**config.mk**
```make
export PLATFORM = sky130hd
export DESIGN_NAME = multi_issue_ctrl
export DESIGN_NICKNAME = d
export VERILOG_FILES = /design/src/rtl/multi_issue_ctrl.sv
export SDC_FILE = /design/constraint.sdc
export NUM_CORES = 1
export LEC_CHECK = 0
export BUFFER_PORTS_ARGS = -buffer_cell sky130_fd_sc_hd__buf_2
export CORE_UTILIZATION = 65
export CTS_CLUSTER_DIAMETER = 200
export DETAILED_ROUTE_END_ITERATION = 8
export HOLD_SLACK_MARGIN = 0.02
export PLACE_DENSITY = 0.95
export SYNTH_ARGS = -nofsm -noshare
export SYNTH_HDL_FRONTEND = slang
export SYNTH_SLANG_ARGS = --single-unit
```
**constraint.sdc**
```tcl
create_clock -name clk -period 5.84 [get_ports clk]
set_input_delay 1.168 -clock clk [delete_from_list [all_inputs] [get_ports clk]]
set_output_delay 1.168 -clock clk [all_outputs]
set_load 0.01 [all_outputs]
```
**src/rtl/multi_issue_ctrl.sv**
```systemverilog
// ---------------------------------------------------------------------------
// multi_issue_ctrl
//
// N-wide in-order issue controller for the decode stage. Each cycle it
// grants issue to the longest in-order prefix of the oldest ISSUE_W decoded
// instructions (slot 0 is the oldest). Multi-cycle hazards are tracked by a
// per-GPR latency scoreboard (loads and multiplies), a HI/LO scoreboard and
// a divider-busy flag; intra-group hazards are resolved by direct compares.
//
// Ports
//   clk, resetn              core clock (rising edge), async active-low reset
//   stall_in                 downstream stall: nothing issues, counters freeze
//   flush                    squash decode: nothing issues, counters still run
//   fifo_count               number of valid instruction FIFO entries
//   slot_rs/rt/waddr         per-slot register numbers (5 bits per slot)
//   slot_read_rs/rt, wen     per-slot source read / destination write enables
//   slot_is_load/mul/div/mem per-slot instruction class
//   slot_hilo_w/r, cp0_w/r   per-slot HI/LO and CP0 access
//   slot_is_branch, slot_only_one, slot_may_flush  per-slot control attributes
//   div_done                 divider completion pulse
//   slot_ena                 issue grant, contiguous prefix from bit 0
//   slot_in_delayslot        issued slot directly behind an issued branch
//   issue_cnt                popcount of slot_ena
//
// Optional feature (macro ISSUE_PERF_CNT_EN): adds 32-bit wrapping counters
//   perf_stall_cyc  (work available, nothing issued, no stall/flush) and
//   perf_full_issue (all ISSUE_W slots issued).
// ---------------------------------------------------------------------------
module multi_issue_ctrl #(
  parameter int ISSUE_W    = 2,
  parameter int FIFO_DEPTH = 16,
  parameter int LOAD_LAT   = 2,
  parameter int MUL_LAT    = 3,
  parameter int LAT_W      = 2
) (
  input  logic                             clk,
  input  logic                             resetn,
  input  logic                             stall_in,
  input  logic                             flush,
  input  logic [$clog2(FIFO_DEPTH+1)-1:0]  fifo_count,
  input  logic [5*ISSUE_W-1:0]             slot_rs,
  input  logic [5*ISSUE_W-1:0]             slot_rt,
  input  logic [5*ISSUE_W-1:0]             slot_waddr,
  input  logic [ISSUE_W-1:0]               slot_read_rs,
  input  logic [ISSUE_W-1:0]               slot_read_rt,
  input  logic [ISSUE_W-1:0]               slot_wen,
  input  logic [ISSUE_W-1:0]               slot_is_load,
  input  logic [ISSUE_W-1:0]               slot_is_mul,
  input  logic [ISSUE_W-1:0]               slot_is_div,
  input  logic [ISSUE_W-1:0]               slot_is_mem,
  input  logic [ISSUE_W-1:0]               slot_hilo_w,
  input  logic [ISSUE_W-1:0]               slot_hilo_r,
  input  logic [ISSUE_W-1:0]               slot_cp0_w,
  input  logic [ISSUE_W-1:0]               slot_cp0_r,
  input  logic [ISSUE_W-1:0]               slot_is_branch,
  input  logic [ISSUE_W-1:0]               slot_only_one,
  input  logic [ISSUE_W-1:0]               slot_may_flush,
  input  logic                             div_done,
  output logic [ISSUE_W-1:0]               slot_ena,
  output logic [ISSUE_W-1:0]               slot_in_delayslot,
  output logic [$clog2(ISSUE_W+1)-1:0]     issue_cnt
`ifdef ISSUE_PERF_CNT_EN
  ,
  output logic [31:0]                      perf_stall_cyc,
  output logic [31:0]                      perf_full_issue
`endif
);

  localparam int IC_W = $clog2(ISSUE_W+1);

  // Scoreboard state. Entry 0 of the GPR array is held at zero (r0).
  logic [LAT_W-1:0] gpr_cnt_q [32];
  logic [LAT_W-1:0] gpr_cnt_d [32];
  logic [LAT_W-1:0] hilo_cnt_q, hilo_cnt_d;
  logic             div_busy_q, div_busy_d;

  logic [ISSUE_W-1:0] hazard;
  logic [31:0]        fifo_ext;
  logic               raw, mem_seen, md_seen, hilo_w_seen, cp0_w_seen;

  assign fifo_ext = 32'(fifo_count);

  // Per-slot hazards against the multi-cycle scoreboard.
  // NOTE: every always_comb output gets a default first so no path leaves it
  // unassigned; otherwise synthesis infers a latch.
  always_comb begin
    hazard = '0;
    for (int i = 0; i < ISSUE_W; i++) begin
      if (slot_read_rs[i] && slot_rs[5*i +: 5] != 5'd0 &&
          gpr_cnt_q[slot_rs[5*i +: 5]] != '0)
        hazard[i] = 1'b1;
      if (slot_read_rt[i] && slot_rt[5*i +: 5] != 5'd0 &&
          gpr_cnt_q[slot_rt[5*i +: 5]] != '0)
        hazard[i] = 1'b1;
      if (slot_hilo_r[i] && hilo_cnt_q != '0)
        hazard[i] = 1'b1;
      if (div_busy_q && (slot_is_div[i] || slot_hilo_r[i] || slot_hilo_w[i]))
        hazard[i] = 1'b1;
    end
  end

  // Issue prefix. The *_seen flags accumulate over older slots; since the
  // grant is a prefix, accumulating past the first blocked slot is harmless.
  always_comb begin
    slot_ena          = '0;
    slot_in_delayslot = '0;
    raw               = 1'b0;
    slot_ena[0] = (fifo_ext != 32'd0) && !hazard[0] && !stall_in && !flush;
    mem_seen    = slot_is_mem[0];
    md_seen     = slot_is_mul[0] | slot_is_div[0];
    hilo_w_seen = slot_hilo_w[0];
    cp0_w_seen  = slot_cp0_w[0];
    for (int i = 1; i < ISSUE_W; i++) begin
      raw = 1'b0;
      for (int j = 0; j < ISSUE_W; j++) begin
        if (j < i && slot_wen[j] && slot_waddr[5*j +: 5] != 5'd0 &&
            ((slot_read_rs[i] && slot_rs[5*i +: 5] == slot_waddr[5*j +: 5]) ||
             (slot_read_rt[i] && slot_rt[5*i +: 5] == slot_waddr[5*j +: 5])))
          raw = 1'b1;
      end
      slot_ena[i] = slot_ena[i-1] && (fifo_ext > 32'(i)) && !hazard[i] && !raw
                 && !(hilo_w_seen && (slot_hilo_r[i] || slot_hilo_w[i]))
                 && !(cp0_w_seen && slot_cp0_r[i])
                 && !(mem_seen && slot_is_mem[i])
                 && !(md_seen && (slot_is_mul[i] || slot_is_div[i]))
                 && !slot_only_one[i-1] && !slot_only_one[i]
                 && !slot_may_flush[i]
                 && !slot_in_delayslot[i-1];   // stop after a delay slot
      slot_in_delayslot[i] = slot_ena[i] && slot_is_branch[i-1];
      mem_seen    = mem_seen    | slot_is_mem[i];
      md_seen     = md_seen     | slot_is_mul[i] | slot_is_div[i];
      hilo_w_seen = hilo_w_seen | slot_hilo_w[i];
      cp0_w_seen  = cp0_w_seen  | slot_cp0_w[i];
    end
  end

  always_comb begin
    issue_cnt = '0;
    for (int i = 0; i < ISSUE_W; i++)
      issue_cnt = issue_cnt + IC_W'(slot_ena[i]);
  end

  // Scoreboard next state: decrement unless stalled, then let allocation
  // override; iterating slots upward makes the youngest writer win.
  always_comb begin
    for (int r = 0; r < 32; r++) begin
      gpr_cnt_d[r] = gpr_cnt_q[r];
      if (!stall_in && gpr_cnt_q[r] != '0)
        gpr_cnt_d[r] = gpr_cnt_q[r] - LAT_W'(1);
      for (int s = 0; s < ISSUE_W; s++) begin
        if (slot_ena[s] && slot_wen[s] && slot_waddr[5*s +: 5] == 5'(r)) begin
          if (slot_is_load[s]) gpr_cnt_d[r] = LAT_W'(LOAD_LAT);
          if (slot_is_mul[s])  gpr_cnt_d[r] = LAT_W'(MUL_LAT);
        end
      end
    end
    gpr_cnt_d[0] = '0;

    hilo_cnt_d = hilo_cnt_q;
    if (!stall_in && hilo_cnt_q != '0)
      hilo_cnt_d = hilo_cnt_q - LAT_W'(1);
    for (int s = 0; s < ISSUE_W; s++)
      if (slot_ena[s] && slot_is_mul[s] && slot_hilo_w[s])
        hilo_cnt_d = LAT_W'(MUL_LAT);

    // A new div issue outranks a coincident completion pulse.
    div_busy_d = div_busy_q;
    if (div_done) div_busy_d = 1'b0;
    if ((slot_ena & slot_is_div) != '0) div_busy_d = 1'b1;
  end

  // NOTE: the scoreboard array is reset explicitly: its contents gate issue,
  // so stale counts after reset would block instructions that have no
  // producer in flight.
  // NOTE: sequential state uses non-blocking assignments so every flop
  // samples pre-edge values regardless of statement order.
  always_ff @(posedge clk or negedge resetn) begin
    if (!resetn) begin
      for (int r = 0; r < 32; r++) gpr_cnt_q[r] <= '0;
      hilo_cnt_q <= '0;
      div_busy_q <= 1'b0;
    end else begin
      for (int r = 0; r < 32; r++) gpr_cnt_q[r] <= gpr_cnt_d[r];
      hilo_cnt_q <= hilo_cnt_d;
      div_busy_q <= div_busy_d;
    end
  end

`ifdef ISSUE_PERF_CNT_EN
  always_ff @(posedge clk or negedge resetn) begin
    if (!resetn) begin
      perf_stall_cyc  <= '0;
      perf_full_issue <= '0;
    end else begin
      if (fifo_count != '0 && issue_cnt == '0 && !stall_in && !flush)
        perf_stall_cyc <= perf_stall_cyc + 32'd1;
      if (issue_cnt == IC_W'(ISSUE_W))
        perf_full_issue <= perf_full_issue + 32'd1;
    end
  end
`endif

endmodule

```
==> Implementation_results.wiki <==
{| class="wikitable"
! Metric !! Value
|-
| Outcome || finished clean
|-
| Buffer type at the clock tree root || sky130_fd_sc_hd__clkbuf_8
|-
| TritonCTS clock tree || built
|-
| Max-cap violations || 0
|-
| Largest net degree at the start of global routing || 96
|-
| R2R Path Start || gpr_cnt_q[27]
|-
| GRT overflow || 0
|-
| Number of flops mapped to enable cells by yosys || 0
|-
| Initial detailed-routing violation count || 964
|-
| Main combinational cell family by area after synthesis || compound AO/OA/AOI/OAI gates
|-
| Post-synthesis cell count || 844
|-
| First-pass GRT wire length || 32.7 mm
|-
| Clock Sinks || 65
|-
| Critical Setup Path Class || in -> out
|-
| Top-count cell post-synth || sky130_fd_sc_hd__nor2_1
|-
| Number of hold buffers added after CTS || 0
|-
| Mean post-synth cell area || 7.80 sq um
|-
| Internal Pwr Total || 1.68 mW
|-
| Average wire per standard cell || 21.0 um
|-
| Number of instances resized during post-cts repair || 0
|-
| Area of placed instances || 0.00684 sq mm
|-
| Number of global-route vias before repair || 6632
|-
| Basic-gate share of the synthesized area counting and, or, nand and nor cells || 21.2%
|-
| DP Wirelength || 14.3 mm
|-
| Cell type of the slowest stage on the worst timing path || sky130_fd_sc_hd__mux4_2
|-
| Global-route usage over all layers || 41.6%
|-
| Initial core utilization || 67.3%
|-
| Final critical path time including I/O delays and setup || 4.88 ns
|-
| Worst slack after detailed placement || 1.02 ns
|-
| Fraction of final layout cells sized beyond drive strength 1 || 14.3%
|-
| Final non-filler cell area || 0.00705 sq mm
|-
| Reg2Reg Depth || 10
|-
| Hold Crit Class || reg -> reg
|-
| Total via count after detailed routing || 7178
|-
| XOR/XNOR Fraction of Synth Area || 5.59%
|-
| Maximum clock path buffer count || 2
|-
| Hold EP || hilo_cnt_q[1]
|-
| Number of cells on the worst hold path || 2
|-
| Distinct cell type count after synthesis || 60
|-
| Startpoint type of the worst setup path || input port
|-
| Critical path capture point type || output pin
|-
| Top cell type's share of synthesized area || 24.7%
|-
| Clock transition at path regs || 0.07 ns
|-
| Antenna violations before repair || 0
|-
| Total nets after synthesis || 945
|-
| Final Net Count || 972
|-
| Maximum fanout count along the critical path || 28
|-
| Port bufs || 68
|-
| Share of flip-flops with an asynchronous set or reset after synthesis || 100%
|-
| Power per cell area || 430 mW/mm^2
|-
| Hold Startpoint || hilo_cnt_q[1]
|-
| TritonCTS Buffers || 9
|-
| Clock Power Share || 13.6%
|-
| Fraction of the yosys area taken by sequential cells || 24.7%
|-
| Final cycle utilization of the critical path || 83.5%
|-
| Reg-to-reg slack, setup || 2.44 ns
|-
| Worst clock skew || 0.00792 ns
|-
| Final WL || 21.2 mm
|-
| List of most frequent post-synthesis cells || sky130_fd_sc_hd__nor2_1, sky130_fd_sc_hd__o31ai_1, sky130_fd_sc_hd__a21oi_1, sky130_fd_sc_hd__inv_1, sky130_fd_sc_hd__dfrtp_1
|-
| DRT Pass-1 Iters || 6
|-
| Number of core rows || 36
|-
| Width of the die || 103 um
|-
| Remaining routing DRC violations || 0
|-
| Switching power summed over all nets || 1.35 mW
|-
| Power share of the sequential group || 29.1%
|-
| Number of synthesized register bits || 65
|-
| Fraction of the mapped netlist area in compound gates || 25.8%
|-
| Min Hold Slack || 0.571 ns
|-
| CTS HTree Levels || 3
|-
| Top_reg_cell synth || sky130_fd_sc_hd__dfrtp_1
|-
| Proportion of power drawn by combinational gates || 57.3%
|-
| N_diodes || 0
|-
| Chip Height || 103 um
|-
| Worst vdd rail ir drop || 0.171 mV
|-
| Post-layout worst setup margin || 0.962 ns
|-
| RD Place Congestion || 1.02
|-
| Pins over their slew limit || 0
|-
| Critical R2R Capture || gpr_cnt_q[24]
|-
| Detailed-route vias per instance || 7.13
|-
| Critical Path Max Stage Delay || 0.51 ns
|-
| CP Buf/Inv Count || 4
|-
| Timing-limited maximum frequency || 205 MHz
|-
| Worst EP arrival || 3.71 ns
|-
| Switching fraction of total power || 44.6%
|-
| Worst path required time || 4.67 ns
|-
| Number of nets still failing antenna checks after routing || 0
|-
| Clock network latency to the later pin of the worst-skew pair || 0.35 ns
|-
| Setup Fix Bufs, Post-CTS || 0
|-
| Final hold violation count || 0
|-
| Area growth syn-to-layout || 7.05%
|-
| Placeable Area || 0.00977 sq mm
|-
| Static leakage || 2.83 nW
|-
| Gate family responsible for the most delay along the worst path || simple AND/OR/NAND/NOR gates
|-
| Overall die area || 0.0105 sq mm
|-
| Transition time at the pin with the least slew margin || 1.06 ns
|-
| Headroom to the max-slew limit || 29.5%
|-
| RSZ-0062 raised after global routing || no
|-
| Boundary pin count || 74
|-
| Setup-violating endpoint count in the final report || 0
|-
| Cells traversed along the worst timing path || buf_2 > inv_2 > mux4_2 > a21oi_1 > nand4b_4 > nand2_8 > nor2_4 > nand3_4 > inv_2 > ha_1 > buf_2
|-
| Largest area contributor in the synthesized netlist || sky130_fd_sc_hd__dfrtp_1
|-
| Arithmetic-cell share of the synthesized area counting full adders, half adders and majority gates || 6.27%
|-
| Synth top area cells || sky130_fd_sc_hd__dfrtp_1, sky130_fd_sc_hd__o31ai_1, sky130_fd_sc_hd__mux4_2, sky130_fd_sc_hd__nor2_1, sky130_fd_sc_hd__ha_1
|-
| Combined area of all synthesized cells || 0.00658 sq mm
|-
| Warnings, synthesis || 0
|-
| Portion of netlist area occupied by mux cells || 7.81%
|-
| Total Negative Setup Slacks || 0 ns
|}
[layout make-up]
| class | instances | area, sq um |
|---|---|---|
| Clock inverter | 2 | 37.5 |
| Inverter | 72 | 270 |
| Clock buffer | 12 | 165 |
| Fill cell | 781 | 2730 |
| Sequential cell | 65 | 1630 |
| Multi-Input combinational cell | 649 | 4400 |
| Timing Repair Buffer | 74 | 385 |
| Tap cell | 133 | 166 |
[metrics by stage]
stage                     instances  utilization [%]  power [mW]
after floorplan                 844                -        2.15
after global placement          993             70.0        2.44
after detailed placement        993             70.0        2.54
after CTS                      1007             72.1        2.97
after global routing           1007             72.1        3.28
final                          1007             72.1        3.03
[routing by layer]
| layer | share of wire [%] | vias up | GRT usage, % |
|---|---|---|---|
| li1 | - | 3154 | - |
| met1 | 35 | 3233 | 51.6 |
| met2 | 43 | 643 | 62.6 |
| met3 | 15 | 148 | 12.5 |
| met4 | 6.6 | 0 | 27.8 |
| met5 | 0 | - | 0 |
[cell families after synthesis]
logic type	Yosys count
muxes	25
DFF	65
adders and majority gates	33
and+or+nand+nor	280
AOI/OAI and AO/OA	268
other	1
xor gates and xnor gates	42
buffers and inverters	130
[how the worst max path moves through the flow]
stage / from / end / depth (start not counted)
finish: slot_rs[0] / issue_cnt[0] / 11
global route: slot_rs[0] / issue_cnt[0] / 11
CTS: slot_rs[0] / issue_cnt[0] / 11
detailed placement: slot_rs[0] / issue_cnt[0] / 11
global placement: slot_rs[0] / issue_cnt[0] / 11
floorplan: slot_rs[0] / issue_cnt[0] / 11
[worst reg2reg max path, cell delays in order (launching register included)]
cell and delay [ns]:
sky130_fd_sc_hd__dfrtp_1 0.40, sky130_fd_sc_hd__nor2_1 0.10, sky130_fd_sc_hd__mux4_2 0.47, sky130_fd_sc_hd__a21oi_1 0.22, sky130_fd_sc_hd__nand4b_4 0.50, sky130_fd_sc_hd__nand2_8 0.29, sky130_fd_sc_hd__nor2_4 0.10, sky130_fd_sc_hd__nand3_4 0.10
sky130_fd_sc_hd__buf_4 0.71, sky130_fd_sc_hd__o31ai_1 0.26, sky130_fd_sc_hd__o31ai_1 0.12
[sequential cells by signal, indices dropped and copies added, names as in the netlist]
name and flops:
div_busy_q 1, hilo_cnt_q 2, gpr_cnt_q 62
[layout by cell type (no fill, tap or decap), types with 2 or more instances in the layout]
cell type and n:
sky130_fd_sc_hd__o22ai_1 6, sky130_fd_sc_hd__nor3b_1 5, sky130_fd_sc_hd__a211o_1 2, sky130_fd_sc_hd__mux4_2 21
sky130_fd_sc_hd__inv_1 69, sky130_fd_sc_hd__a21oi_1 69, sky130_fd_sc_hd__dfrtp_1 65, sky130_fd_sc_hd__nand2b_1 9
sky130_fd_sc_hd__mux2i_1 3, sky130_fd_sc_hd__buf_4 6, sky130_fd_sc_hd__a31oi_1 2, sky130_fd_sc_hd__inv_2 3
sky130_fd_sc_hd__o21ai_0 57, sky130_fd_sc_hd__o31ai_1 96, sky130_fd_sc_hd__o211ai_1 4, sky130_fd_sc_hd__and3_1 2
sky130_fd_sc_hd__or4_1 3, sky130_fd_sc_hd__o2111ai_1 2, sky130_fd_sc_hd__nor2_1 112, sky130_fd_sc_hd__nor3_2 2
sky130_fd_sc_hd__a211oi_1 10, sky130_fd_sc_hd__nor3_1 31, sky130_fd_sc_hd__and2_1 2, sky130_fd_sc_hd__xor2_1 8
sky130_fd_sc_hd__xnor2_1 34, sky130_fd_sc_hd__nand2_1 39, sky130_fd_sc_hd__clkbuf_8 12, sky130_fd_sc_hd__buf_2 68
sky130_fd_sc_hd__nand4_1 31, sky130_fd_sc_hd__o21ai_1 7, sky130_fd_sc_hd__ha_1 33, sky130_fd_sc_hd__nand3_1 16
sky130_fd_sc_hd__a2111oi_0 2, sky130_fd_sc_hd__nor4_1 6, sky130_fd_sc_hd__nor2b_1 12
[power by group through the flow]
stage	logic, mW	registers [mW]	clock network, mW
2_1_floorplan	1.32	0.832	0
3_5_place_dp	1.66	0.879	0
3_3_place_gp	1.57	0.870	0
5_1_grt	1.94	0.909	0.429
4_1_cts	1.69	0.872	0.408
6_report	1.74	0.883	0.412
(Power assumes the default switching activity.)
